[config.mk]
export PLATFORM = sky130hd
export DESIGN_NAME = tmr_fault_injector_flat
export DESIGN_NICKNAME = d
export VERILOG_FILES = /design/src/rtl/tmr_pkg.sv /design/src/rtl/tmr_fault_injector_if.sv /design/src/rtl/tmr_majority_voter.sv /design/src/rtl/tmr_fault_injector.sv /design/src/flat_wrapper.sv
export SDC_FILE = /design/constraint.sdc
export NUM_CORES = 1
export LEC_CHECK = 0
export ABC_AREA = 1
export BUFFER_PORTS_ARGS = -buffer_cell sky130_fd_sc_hd__buf_2
export CORE_MARGIN = 2
export CORE_UTILIZATION = 45
export CTS_BUF_LIST = sky130_fd_sc_hd__clkbuf_8
export DETAILED_ROUTE_END_ITERATION = 10
export PLACE_DENSITY = 0.67
export RECOVER_POWER = 50
export SYNTH_ARGS = -nofsm -noshare
export SYNTH_HDL_FRONTEND = slang
export SYNTH_SLANG_ARGS = --single-unit
[constraint.sdc]
create_clock -name clk -period 6.1 [get_ports clk]
set_input_delay 1.83 -clock clk [delete_from_list [all_inputs] [get_ports clk]]
set_output_delay 1.83 -clock clk [all_outputs]
set_load 0.02 [all_outputs]
[src/rtl/tmr_pkg.sv]
// rtl/tmr_pkg.sv - shared state, mode and replica-select definitions
package tmr_pkg;

  typedef enum logic [1:0] {
    ST_IDLE   = 2'd0,
    ST_ARMED  = 2'd1,
    ST_ACTIVE = 2'd2
  } tmr_state_e;

  localparam logic MODE_FLIP  = 1'b0;
  localparam logic MODE_STUCK = 1'b1;

  localparam int TGT_A = 0;
  localparam int TGT_B = 1;
  localparam int TGT_C = 2;

endpackage

[src/rtl/tmr_fault_injector_if.sv]
// rtl/tmr_fault_injector_if.sv - golden input stream and aligned replica output bus
interface tmr_fault_injector_if #(
  parameter int WIDTH = 8
);
  logic             in_valid;
  logic [WIDTH-1:0] in_data;
  logic             out_valid;
  logic [WIDTH-1:0] r_a;
  logic [WIDTH-1:0] r_b;
  logic [WIDTH-1:0] r_c;
  logic [WIDTH-1:0] data_out;

  modport master (
    output in_valid, in_data,
    input  out_valid, r_a, r_b, r_c, data_out
  );

  modport slave (
    input  in_valid, in_data,
    output out_valid, r_a, r_b, r_c, data_out
  );
endinterface

[src/rtl/tmr_majority_voter.sv]
// rtl/tmr_majority_voter.sv - combinational bitwise 2-of-3 majority
module tmr_majority_voter #(
  parameter int WIDTH = 8
) (
  input  logic [WIDTH-1:0] a,
  input  logic [WIDTH-1:0] b,
  input  logic [WIDTH-1:0] c,
  output logic [WIDTH-1:0] y
);
  assign y = (a & b) | (a & c) | (b & c);
endmodule

[src/rtl/tmr_fault_injector.sv]
// rtl/tmr_fault_injector.sv - triggered trojan-style corruption of a triplicated stream
module tmr_fault_injector
  import tmr_pkg::*;
#(
  parameter int WIDTH = 8,
  parameter int CNT_W = 8
) (
  input  logic                 clk,
  input  logic                 rst,
  input  logic                 cfg_load,
  input  logic [WIDTH-1:0]     cfg_trig_pat,
  input  logic [WIDTH-1:0]     cfg_trig_mask,
  input  logic [CNT_W-1:0]     cfg_trig_n,
  input  logic [CNT_W-1:0]     cfg_burst,
  input  logic [2:0]           cfg_tgt,
  input  logic                 cfg_mode,
  input  logic [WIDTH-1:0]     cfg_mask,
  input  logic [WIDTH-1:0]     cfg_val,
  input  logic                 cfg_repeat,
  input  logic                 arm,
  input  logic                 disarm,
  tmr_fault_injector_if.slave  bus,
  output logic [1:0]           state_o,
  output logic                 injecting,
  output logic [15:0]          inject_cnt
);

  localparam logic [CNT_W-1:0] ONE = CNT_W'(1);

  logic [WIDTH-1:0] trig_pat_q, trig_mask_q, mask_q, val_q;
  logic [CNT_W-1:0] trig_n_q, burst_q;
  logic [2:0]       tgt_q;
  logic             mode_q, repeat_q;

  tmr_state_e       state_q, state_d;
  logic [CNT_W-1:0] trig_cnt_q, burst_cnt_q;
  logic [CNT_W-1:0] trig_lim, burst_lim;
  logic             trig_match, trig_last, burst_last;
  logic             inj_en, hit_a, hit_b, hit_c;
  logic [WIDTH-1:0] c_a, c_b, c_c, maj;

  function automatic logic [WIDTH-1:0] payload(
    input logic [WIDTH-1:0] d,
    input logic             mode,
    input logic [WIDTH-1:0] msk,
    input logic [WIDTH-1:0] val
  );
    case (mode)
      MODE_FLIP:  payload = d ^ msk;
      MODE_STUCK: payload = (d & ~msk) | (val & msk);
      default:    payload = d;
    endcase
  endfunction

  // Config is frozen outside IDLE so a running attack never changes shape mid-flight.
  always_ff @(posedge clk) begin
    if (rst) begin
      trig_pat_q  <= '0;
      trig_mask_q <= '0;
      trig_n_q    <= '0;
      burst_q     <= '0;
      tgt_q       <= '0;
      mode_q      <= 1'b0;
      mask_q      <= '0;
      val_q       <= '0;
      repeat_q    <= 1'b0;
    end else if (cfg_load && state_q == ST_IDLE) begin
      trig_pat_q  <= cfg_trig_pat;
      trig_mask_q <= cfg_trig_mask;
      trig_n_q    <= cfg_trig_n;
      burst_q     <= cfg_burst;
      tgt_q       <= cfg_tgt;
      mode_q      <= cfg_mode;
      mask_q      <= cfg_mask;
      val_q       <= cfg_val;
      repeat_q    <= cfg_repeat;
    end
  end

  assign trig_lim   = (trig_n_q == '0) ? ONE : trig_n_q;
  assign burst_lim  = (burst_q == '0) ? ONE : burst_q;
  assign trig_match = bus.in_valid && (((bus.in_data ^ trig_pat_q) & trig_mask_q) == '0);
  assign trig_last  = (trig_cnt_q == trig_lim - ONE);
  assign burst_last = (burst_cnt_q == burst_lim - ONE);

  always_ff @(posedge clk) begin
    if (rst) state_q <= ST_IDLE;
    else     state_q <= state_d;
  end

  always_comb begin
    state_d = state_q;
    if (disarm) begin
      state_d = ST_IDLE;
    end else begin
      case (state_q)
        ST_IDLE:   if (arm) state_d = ST_ARMED;
        ST_ARMED:  if (trig_match && trig_last) state_d = ST_ACTIVE;
        ST_ACTIVE: if (bus.in_valid && burst_last) state_d = repeat_q ? ST_ARMED : ST_IDLE;
        default:   state_d = ST_IDLE;
      endcase
    end
  end

  always_comb begin
    inj_en = bus.in_valid && (state_q == ST_ACTIVE) && !disarm;
    hit_a  = inj_en && tgt_q[TGT_A];
    hit_b  = inj_en && tgt_q[TGT_B];
    hit_c  = inj_en && tgt_q[TGT_C];
  end

  always_ff @(posedge clk) begin
    if (rst || disarm) begin
      trig_cnt_q  <= '0;
      burst_cnt_q <= '0;
    end else begin
      case (state_q)
        ST_IDLE: begin
          trig_cnt_q  <= '0;
          burst_cnt_q <= '0;
        end
        ST_ARMED: begin
          if (trig_match) begin
            trig_cnt_q  <= trig_last ? '0 : trig_cnt_q + ONE;
            burst_cnt_q <= '0;
          end
        end
        ST_ACTIVE: begin
          if (bus.in_valid) begin
            burst_cnt_q <= burst_last ? '0 : burst_cnt_q + ONE;
            trig_cnt_q  <= '0;
          end
        end
        default: begin
          trig_cnt_q  <= '0;
          burst_cnt_q <= '0;
        end
      endcase
    end
  end

  assign c_a = hit_a ? payload(bus.in_data, mode_q, mask_q, val_q) : bus.in_data;
  assign c_b = hit_b ? payload(bus.in_data, mode_q, mask_q, val_q) : bus.in_data;
  assign c_c = hit_c ? payload(bus.in_data, mode_q, mask_q, val_q) : bus.in_data;

  tmr_majority_voter #(.WIDTH(WIDTH)) u_voter (
    .a (c_a),
    .b (c_b),
    .c (c_c),
    .y (maj)
  );

  always_ff @(posedge clk) begin
    if (rst) begin
      bus.out_valid <= 1'b0;
      bus.r_a       <= '0;
      bus.r_b       <= '0;
      bus.r_c       <= '0;
      bus.data_out  <= '0;
      injecting     <= 1'b0;
      inject_cnt    <= '0;
    end else begin
      bus.out_valid <= bus.in_valid;
      if (bus.in_valid) begin
        bus.r_a      <= c_a;
        bus.r_b      <= c_b;
        bus.r_c      <= c_c;
        bus.data_out <= maj;
      end
      injecting <= hit_a || hit_b || hit_c;
      if ((hit_a || hit_b || hit_c) && inject_cnt != 16'hFFFF)
        inject_cnt <= inject_cnt + 16'd1;
    end
  end

  assign state_o = state_q;

endmodule

[src/flat_wrapper.sv]
// flat-port wrapper written by rule: the top's interface ports become plain ports
module tmr_fault_injector_flat import tmr_pkg::*;
#(
  parameter int WIDTH = 8,
  parameter int CNT_W = 8
)
  (clk, rst, cfg_load, cfg_trig_pat, cfg_trig_mask, cfg_trig_n, cfg_burst, cfg_tgt, cfg_mode, cfg_mask, cfg_val, cfg_repeat, arm, disarm, state_o, injecting, inject_cnt, bus_in_valid, bus_in_data, bus_out_valid, bus_r_a, bus_r_b, bus_r_c, bus_data_out);
  tmr_fault_injector_if #(.WIDTH(WIDTH)) bus_i ();
  input  logic clk;
  input  logic rst;
  input  logic cfg_load;
  input  logic [WIDTH-1:0] cfg_trig_pat;
  input  logic [WIDTH-1:0] cfg_trig_mask;
  input  logic [CNT_W-1:0] cfg_trig_n;
  input  logic [CNT_W-1:0] cfg_burst;
  input  logic [2:0] cfg_tgt;
  input  logic cfg_mode;
  input  logic [WIDTH-1:0] cfg_mask;
  input  logic [WIDTH-1:0] cfg_val;
  input  logic cfg_repeat;
  input  logic arm;
  input  logic disarm;
  output logic [1:0] state_o;
  output logic injecting;
  output logic [15:0] inject_cnt;
  input wire logic [$bits(bus_i.in_valid)-1:0] bus_in_valid;
  input wire logic [$bits(bus_i.in_data)-1:0] bus_in_data;
  output wire logic [$bits(bus_i.out_valid)-1:0] bus_out_valid;
  output wire logic [$bits(bus_i.r_a)-1:0] bus_r_a;
  output wire logic [$bits(bus_i.r_b)-1:0] bus_r_b;
  output wire logic [$bits(bus_i.r_c)-1:0] bus_r_c;
  output wire logic [$bits(bus_i.data_out)-1:0] bus_data_out;
  assign bus_i.in_valid = bus_in_valid;
  assign bus_i.in_data = bus_in_data;
  assign bus_out_valid = bus_i.out_valid;
  assign bus_r_a = bus_i.r_a;
  assign bus_r_b = bus_i.r_b;
  assign bus_r_c = bus_i.r_c;
  assign bus_data_out = bus_i.data_out;
  tmr_fault_injector #(.WIDTH(WIDTH), .CNT_W(CNT_W)) u_core (.clk(clk), .rst(rst), .cfg_load(cfg_load), .cfg_trig_pat(cfg_trig_pat), .cfg_trig_mask(cfg_trig_mask), .cfg_trig_n(cfg_trig_n), .cfg_burst(cfg_burst), .cfg_tgt(cfg_tgt), .cfg_mode(cfg_mode), .cfg_mask(cfg_mask), .cfg_val(cfg_val), .cfg_repeat(cfg_repeat), .arm(arm), .disarm(disarm), .bus(bus_i), .state_o(state_o), .injecting(injecting), .inject_cnt(inject_cnt));
endmodule
==> results.sh, run 1 <==
export IMPL_status="finished, violations left"
export IMPL_violations="max-capacitance violations, max-slew violations"
export IMPL_rsz0062_at_grt="false"
export IMPL_layout_setup_ws_ns=1.539
export IMPL_clk_latency_ns=0.44
export IMPL_drive_above_1_share_pct=11.28
export IMPL_rows=42
export IMPL_num_vias=5822
export IMPL_holdBufCountCts=0
export IMPL_synthCells=885
export IMPL_grt_first_pass_wirelength_um=24250
export IMPL_crit_required_ns=6.43
export IMPL_dp_hpwl_um=11280
export IMPL_cp_start_kind="input port"
export IMPL_drt_initial_drc_count=403
export IMPL_port_buffer_count=118
export IMPL_synth_area_um2=6018
export IMPL_post_cts_setup_buffers=0
export IMPL_leakage_nw=2.982
export IMPL_gp_congestion=0.8981
export IMPL_nNetsFinal=1062
export IMPL_place_area_um2=6685
export IMPL_synth_seq_cells=121
export IMPL_largest_register_ffs=16
export IMPL_initial_core_util_pct=45.81
export IMPL_timing_final_crit_period_ns=4.561
export IMPL_core_um2=13140
export IMPL_firstDrtPassIters=6
export IMPL_slew_violations=36
export IMPL_cts_resized=0
export IMPL_crit_chain="clkbuf_1 > inv_4 > nor2_1 > nand2_1 > a31oi_4 > nand2_1 > clkinv_2 > nand2_1 > nor3_2 > nand4_1 > nand2_1 > nor2_1"
export IMPL_layout_commonest_cell="nand2_1"
export IMPL_antenna_found_initial=0
export IMPL_slowest_stage="clkbuf_1"
export IMPL_syn_to_final_growth_pct=16.01
export IMPL_stdcell_area_um2=6982
export IMPL_clock_skew_ns=0.007702
export IMPL_holdWs_ns=0.4537
export IMPL_syn_nets=957
export IMPL_fin_crit_sh_pct=74.77
export IMPL_yosys_area_share_simple_pct=27.84
export IMPL_syn_area_per_cell_um2=6.800
export IMPL_slowest_delay_ns=1.06
export IMPL_hp_class="reg -> reg"
export IMPL_async_flop_share_pct=0
export IMPL_layout_cells_most_common_list="211 x nand2_1, 121 x dfxtp_1, 96 x inv_1"
export IMPL_grt_max_degree=89
export IMPL_cts_tree="built"
export IMPL_crit_path_end_kind="register"
export IMPL_die_h_um=119.6
export IMPL_cap_viol_max_count=1
export IMPL_slew_headroom_pct=-0.07317
export IMPL_setup_tns_ns=0
export IMPL_p_per_area_nw_per_um2=259.8
export IMPL_clockRootBuffer="clkbuf_8"
export IMPL_grt_pass1_vias=4865
export IMPL_synth_edf_count=0
export IMPL_place_ws_ns=1.877
export IMPL_detail_route_antenna_nets=0
export IMPL_grt_overflow_total=0
export IMPL_die_area_um2=14310
export IMPL_finalHoldViolations=0
export IMPL_cts_clk_slew_worst_paths_ns=0.07
export IMPL_die_x_um=119.6
export IMPL_regMostFlops="u_core.inject_cnt"
export IMPL_synthXorXnorAreaFrac_pct=3.347
export IMPL_wirelength_um=15230
export IMPL_path_class="in -> reg"
export IMPL_worst_path_max_fanout=36
export IMPL_rrSetupSlack_ns=3.58
export IMPL_clockBufferDepth=2
export IMPL_synth_top_family_by_area="simple AND/OR/NAND/NOR gates"
export IMPL_cpLargestDelayFamily="buffers and inverters"
export IMPL_worst_path_buf_inv=3
export IMPL_arrival_ns=4.90
export IMPL_cts_htree_levels=4
export IMPL_synth_fa_ha_area_share_pct=1.040
export IMPL_worst_pin_slew_ns=1.501
export IMPL_vdd_drop_max_mv=0.1200
export IMPL_finalSetupViolCount=0
export IMPL_muxShareOfSynthArea_pct=0
export IMPL_fmax_ghz=0.2193
export IMPL_vias_per_cell=4.942
export IMPL_wire_per_inst_um=12.93
export IMPL_grtUsageTotal_pct=21.44
export IMPL_path_common_cell="nand2_1"
export IMPL_pin_count=119
export IMPL_yosys_warnings=0
export IMPL_cts_sinks=121
export IMPL_drc_errors=0
export IMPL_cts_buffers=17
export IMPL_yosysSeqAreaShare_pct=40.25
export IMPL_synth_top_flop_cell="dfxtp_1"
export IMPL_synth_compound_area_share_pct=18.42
export IMPL_num_antenna_cells=0
export IMPL_synth_cell_types=40
-- power by group --
part           switching (W)  internal, W  total, W
logic               0.000181    0.0000951  0.000276
clock network       0.000310     0.000368  0.000679
registers          0.0000259     0.000834  0.000859
total               0.000517      0.00130   0.00181
-- metal layers --
layer / global-route usage, % / share of wire [%]
met1: 32.57 / 52
met3: 4.183 / 5.4
met2: 29.82 / 41
met5: 0 / 0
met4: 7.794 / 1.6
-- worst min-delay path: stages, from the launching register on --
cell and delay [ns]:
dfxtp_1 0.30, inv_1 0.06, a21oi_1 0.05
-- layout make-up --
class,count,area [µm²]
Clock buffer,22,302.8
Clock inverter,9,73.82
Fill cell,1378,6156
Inverter,102,386.6
Multi-Input combinational cell,628,3038
Sequential cell,121,2422
Tap cell,176,220.2
Timing Repair Buffer,120,538.0
-- cells in the mapped netlist, types with 2 or more instances --
master | number | share of area (%)
nor2_1 | 92 | 5.7
a22o_1 | 8 | 1.2
buf_4 | 2 | 0.25
a21oi_2 | 2 | 0.29
buf_1 | 2 | 0.12
clkinv_1 | 3 | 0.19
o211ai_1 | 8 | 1.0
xor2_1 | 16 | 2.3
xnor2_1 | 7 | 1.0
ha_1 | 5 | 1.0
nand3b_1 | 2 | 0.25
nand3_2 | 2 | 0.33
and3_1 | 4 | 0.42
buf_2 | 3 | 0.25
a21oi_1 | 83 | 6.9
inv_1 | 95 | 5.9
nand4_1 | 11 | 1.1
nand2_1 | 210 | 13
nor2_2 | 4 | 0.42
o21ai_1 | 11 | 0.91
nor2_4 | 3 | 0.56
nand2_2 | 2 | 0.21
nor3_1 | 13 | 1.1
buf_6 | 3 | 0.56
clkbuf_1 | 24 | 1.5
o21ai_0 | 88 | 7.3
nand3_1 | 47 | 3.9
o21bai_1 | 2 | 0.25
dfxtp_1 | 121 | 40
inv_2 | 2 | 0.12
-- per-stage QoR --
stage / total power, W / cells / utilization [%]
final: 0.001814 / 1178 / 53.14
after global routing: 0.001911 / 1178 / 53.14
after CTS: 0.001831 / 1178 / 53.75
after detailed placement: 0.001156 / 1147 / 50.89
after global placement: 0.001153 / 1147 / 50.89
after floorplan: 0.001072 / 885 / -
-- worst paths after layout --
path                            from                     to  cells after the start
setup / recovery        bus_in_valid  u_core.inject_cnt[11]                     12
hold / removal       u_core.repeat_q        u_core.repeat_q                      2
setup reg to reg  u_core.trig_n_q[2]   u_core.trig_cnt_q[7]                     17
hold reg to reg      u_core.repeat_q        u_core.repeat_q                      2
-- logic make-up after synthesis --
group / count (synthesis)
AO/OA/AOI/OAI: 205
XOR/XNOR: 23
adder cells (fa/ha/maj): 5
buffers and inverters: 136
flip-flops: 121
AND/OR/NAND/NOR: 395
(Power assumes the default switching activity.)
==> run 2, diff against run 1 <==
- ABC_AREA: 1 -> 0
- PLACE_DENSITY: 0.67 -> 0.68
- clock period: 6.1 -> 4.72 ns (I/O delays scaled with it)
==> run 2 against run 1 <==
The flow still finishes with violations (max-capacitance violations, max-slew violations). Synthesized area down 3.6%. Final cell count fell by 14%. Global-route usage increased by 0.067 points. Sequential power increased by 29%. First-iteration DRC count decreased by 25%. Register-to-register slack lost 2.1 ns. Sequential cell count unchanged. Worst hold slack better by 0.0081 ns. Die area down 3.5%. Wire length fell by 2.1%. Via count is 8.8% lower. Clock skew up 0.0039 ns. Critical endpoint is now u_core.trig_pat_q[0]. Largest power group unchanged. Highest routed layer unchanged.
==> results.sh, run 2 <==
export IMPL_status="finished, violations left"
export IMPL_violations="max-capacitance violations, max-slew violations"
export IMPL_grt_max_degree=106
export IMPL_place_area_um2=6436
export IMPL_layout_setup_ws_ns=1.051
export IMPL_yosys_area_top_type_share_pct=41.76
export IMPL_num_vias=5311
export IMPL_worst_path_max_fanout=53
export IMPL_cp_start_kind="input port"
export IMPL_arrival_ns=4.02
export IMPL_synthCells=732
export IMPL_drt_initial_drc_count=303
export IMPL_muxShareOfSynthArea_pct=7.614
export IMPL_grt_overflow_total=0
export IMPL_die_area_um2=13810
export IMPL_stdcell_area_um2=6790
export IMPL_hp_class="reg -> reg"
export IMPL_path_class="in -> reg"
export IMPL_crit_path_end_kind="register"
export IMPL_yosys_area_top_type="dfxtp_1"
export IMPL_async_flop_share_pct=0
export IMPL_vdd_drop_max_mv=0.1976
export IMPL_slowest_delay_ns=1.91
export IMPL_regMostFlops="u_core.inject_cnt"
export IMPL_synth_seq_cells=121
export IMPL_die_x_um=117.5
export IMPL_synth_edf_count=0
export IMPL_grt_first_pass_wirelength_um=24230
export IMPL_cap_viol_max_count=1
export IMPL_drc_errors=0
export IMPL_yosysSeqAreaShare_pct=41.76
export IMPL_port_buffer_count=118
export IMPL_largest_register_ffs=16
export IMPL_synth_fa_ha_area_share_pct=1.079
export IMPL_drive_above_1_share_pct=16.39
export IMPL_clockBufferDepth=2
export IMPL_grt_pass1_vias=5094
export IMPL_p_per_area_nw_per_um2=346.1
export IMPL_antenna_found_initial=0
export IMPL_synth_most_common_cell="nand2_1"
export IMPL_clockRootBuffer="clkbuf_8"
export IMPL_cts_htree_levels=4
export IMPL_initial_core_util_pct=45.96
export IMPL_clk_latency_ns=0.43
export IMPL_pin_count=119
export IMPL_synthTopCellsByCount="172 x nand2_1, 121 x dfxtp_1, 69 x a21oi_1, 68 x nor2_1, 43 x mux2i_1"
export IMPL_die_h_um=117.5
export IMPL_holdBufCountCts=0
export IMPL_num_antenna_cells=0
export IMPL_finalSetupViolCount=0
export IMPL_timing_critical_path_from="cfg_load"
export IMPL_syn_to_final_growth_pct=17.06
export IMPL_cts_resized=0
export IMPL_cts_clk_slew_worst_paths_ns=0.07
export IMPL_synth_compound_area_share_pct=16.35
export IMPL_post_cts_setup_buffers=0
export IMPL_slew_violations=54
export IMPL_utilization_pct=53.81
export IMPL_synth_area_leaders="dfxtp_1 42%, nand2_1 11%, mux2i_1 7.4%, a21oi_1 6.0%, nor2_1 4.4%"
export IMPL_syn_nets=804
export IMPL_nNetsFinal=896
export IMPL_gp_congestion=0.8387
export IMPL_synth_top_family_by_area="simple AND/OR/NAND/NOR gates"
export IMPL_place_ws_ns=1.001
export IMPL_fin_crit_sh_pct=77.73
export IMPL_hp_start="u_core.trig_mask_q[1]"
export IMPL_core_um2=12620
export IMPL_holdWs_ns=0.4618
export IMPL_detail_route_antenna_nets=0
export IMPL_yosys_warnings=0
export IMPL_layout_commonest_cell="nand2_1"
export IMPL_cts_sinks=121
export IMPL_vias_per_cell=5.269
export IMPL_yosys_area_share_simple_pct=22.61
export IMPL_wirelength_um=14910
export IMPL_slowest_stage="and2_0"
export IMPL_cts_tree="built"
export IMPL_synthXorXnorAreaFrac_pct=6.040
export IMPL_setup_tns_ns=0
export IMPL_grtUsageTotal_pct=21.51
export IMPL_r2r_start="u_core.burst_q[2]"
export IMPL_finalHoldViolations=0
export IMPL_fmax_ghz=0.2726
export IMPL_worst_pin_slew_ns=2.621
export IMPL_synth_top_flop_cell="dfxtp_1"
export IMPL_leakage_nw=2.857
export IMPL_synth_area_um2=5801
export IMPL_crit_chain="buf_2 > and2_0 > nand2_1 > a21oi_1"
export IMPL_cts_buffers=17
export IMPL_rrSetupSlack_ns=1.51
export IMPL_clock_skew_ns=0.01161
export IMPL_wire_per_inst_um=14.80
export IMPL_synth_cell_types=60
export IMPL_rsz0062_at_grt="false"
export IMPL_timing_final_crit_period_ns=3.669
export IMPL_firstDrtPassIters=6
export IMPL_syn_area_per_cell_um2=7.924
export IMPL_dp_hpwl_um=10450
export IMPL_layout_cells_most_common_list="172 x nand2_1, 121 x dfxtp_1, 87 x buf_2"
export IMPL_crit_required_ns=5.07
export IMPL_rows=41
export IMPL_slew_headroom_pct=-74.86
-- run 2: changes by cell type after synthesis, sizes merged, moves of 17 or more --
cell	before	now
clkbuf	24	41
o21ai	99	32
nand3	49	15
nand2	213	172
mux2i	0	43
nor2	99	68
inv	98	18
-- run 2: worst paths after layout --
check                           depth (start not counted)                     to
worst max-delay path                                    4   u_core.trig_pat_q[0]
worst min-delay path                                    2  u_core.trig_mask_q[1]
worst max register to register                         10  u_core.burst_cnt_q[2]
worst min register to register                          2  u_core.trig_mask_q[1]
-- run 2: through the flow --
stage	cells	total power, W
5_1_grt	1008	0.002446
3_3_place_gp	977	0.001441
6_report	1008	0.002350
3_5_place_dp	977	0.001451
4_1_cts	1008	0.002370
2_1_floorplan	732	0.001353
-- run 2: critical path: cells and delay by family --
kind	cells	cell delay, ns
buf+inv	1	0.08
simple gates	2	2.29
compound gates	1	0.22
-- run 2: cell type report --
class	count	area, µm²
inverters	18	67.56
flip-flops and latches	121	2422
repair buffers	121	578.1
multi-input cells	545	3114
clock inverters	10	103.9
fillers	1245	5829
well taps	172	215.2
clock buffers	21	289.0
-- run 2: kinds of logic (layout without fill, tap and decap cells) --
kind of cell             count (synthesis)  after routing
AND/OR/NAND/NOR                        305            305
AO/OA/AOI/OAI                          151            151
flip-flops                             121            121
buffers and inverters                   66            170
multiplexers                            44             44
XOR/XNOR                                40             40
adder cells (fa/ha/maj)                  5              5
-- run 2: layer usage --
layer	track usage, %	vias up	routed length [µm]
li1	-	2669	-
met1	27.43	2500	7002
met2	36.66	135	7187
met3	5.233	7	634
met4	5.346	0	89
met5	0	-	0
-- run 2: power breakdown --
part,internal (W),leakage (nW),total [W],switching [W]
combinational,0.000126,1.66,0.000320,0.000194
clock,0.000515,0.209,0.000921,0.000406
sequential,0.00107,0.991,0.00111,0.0000413
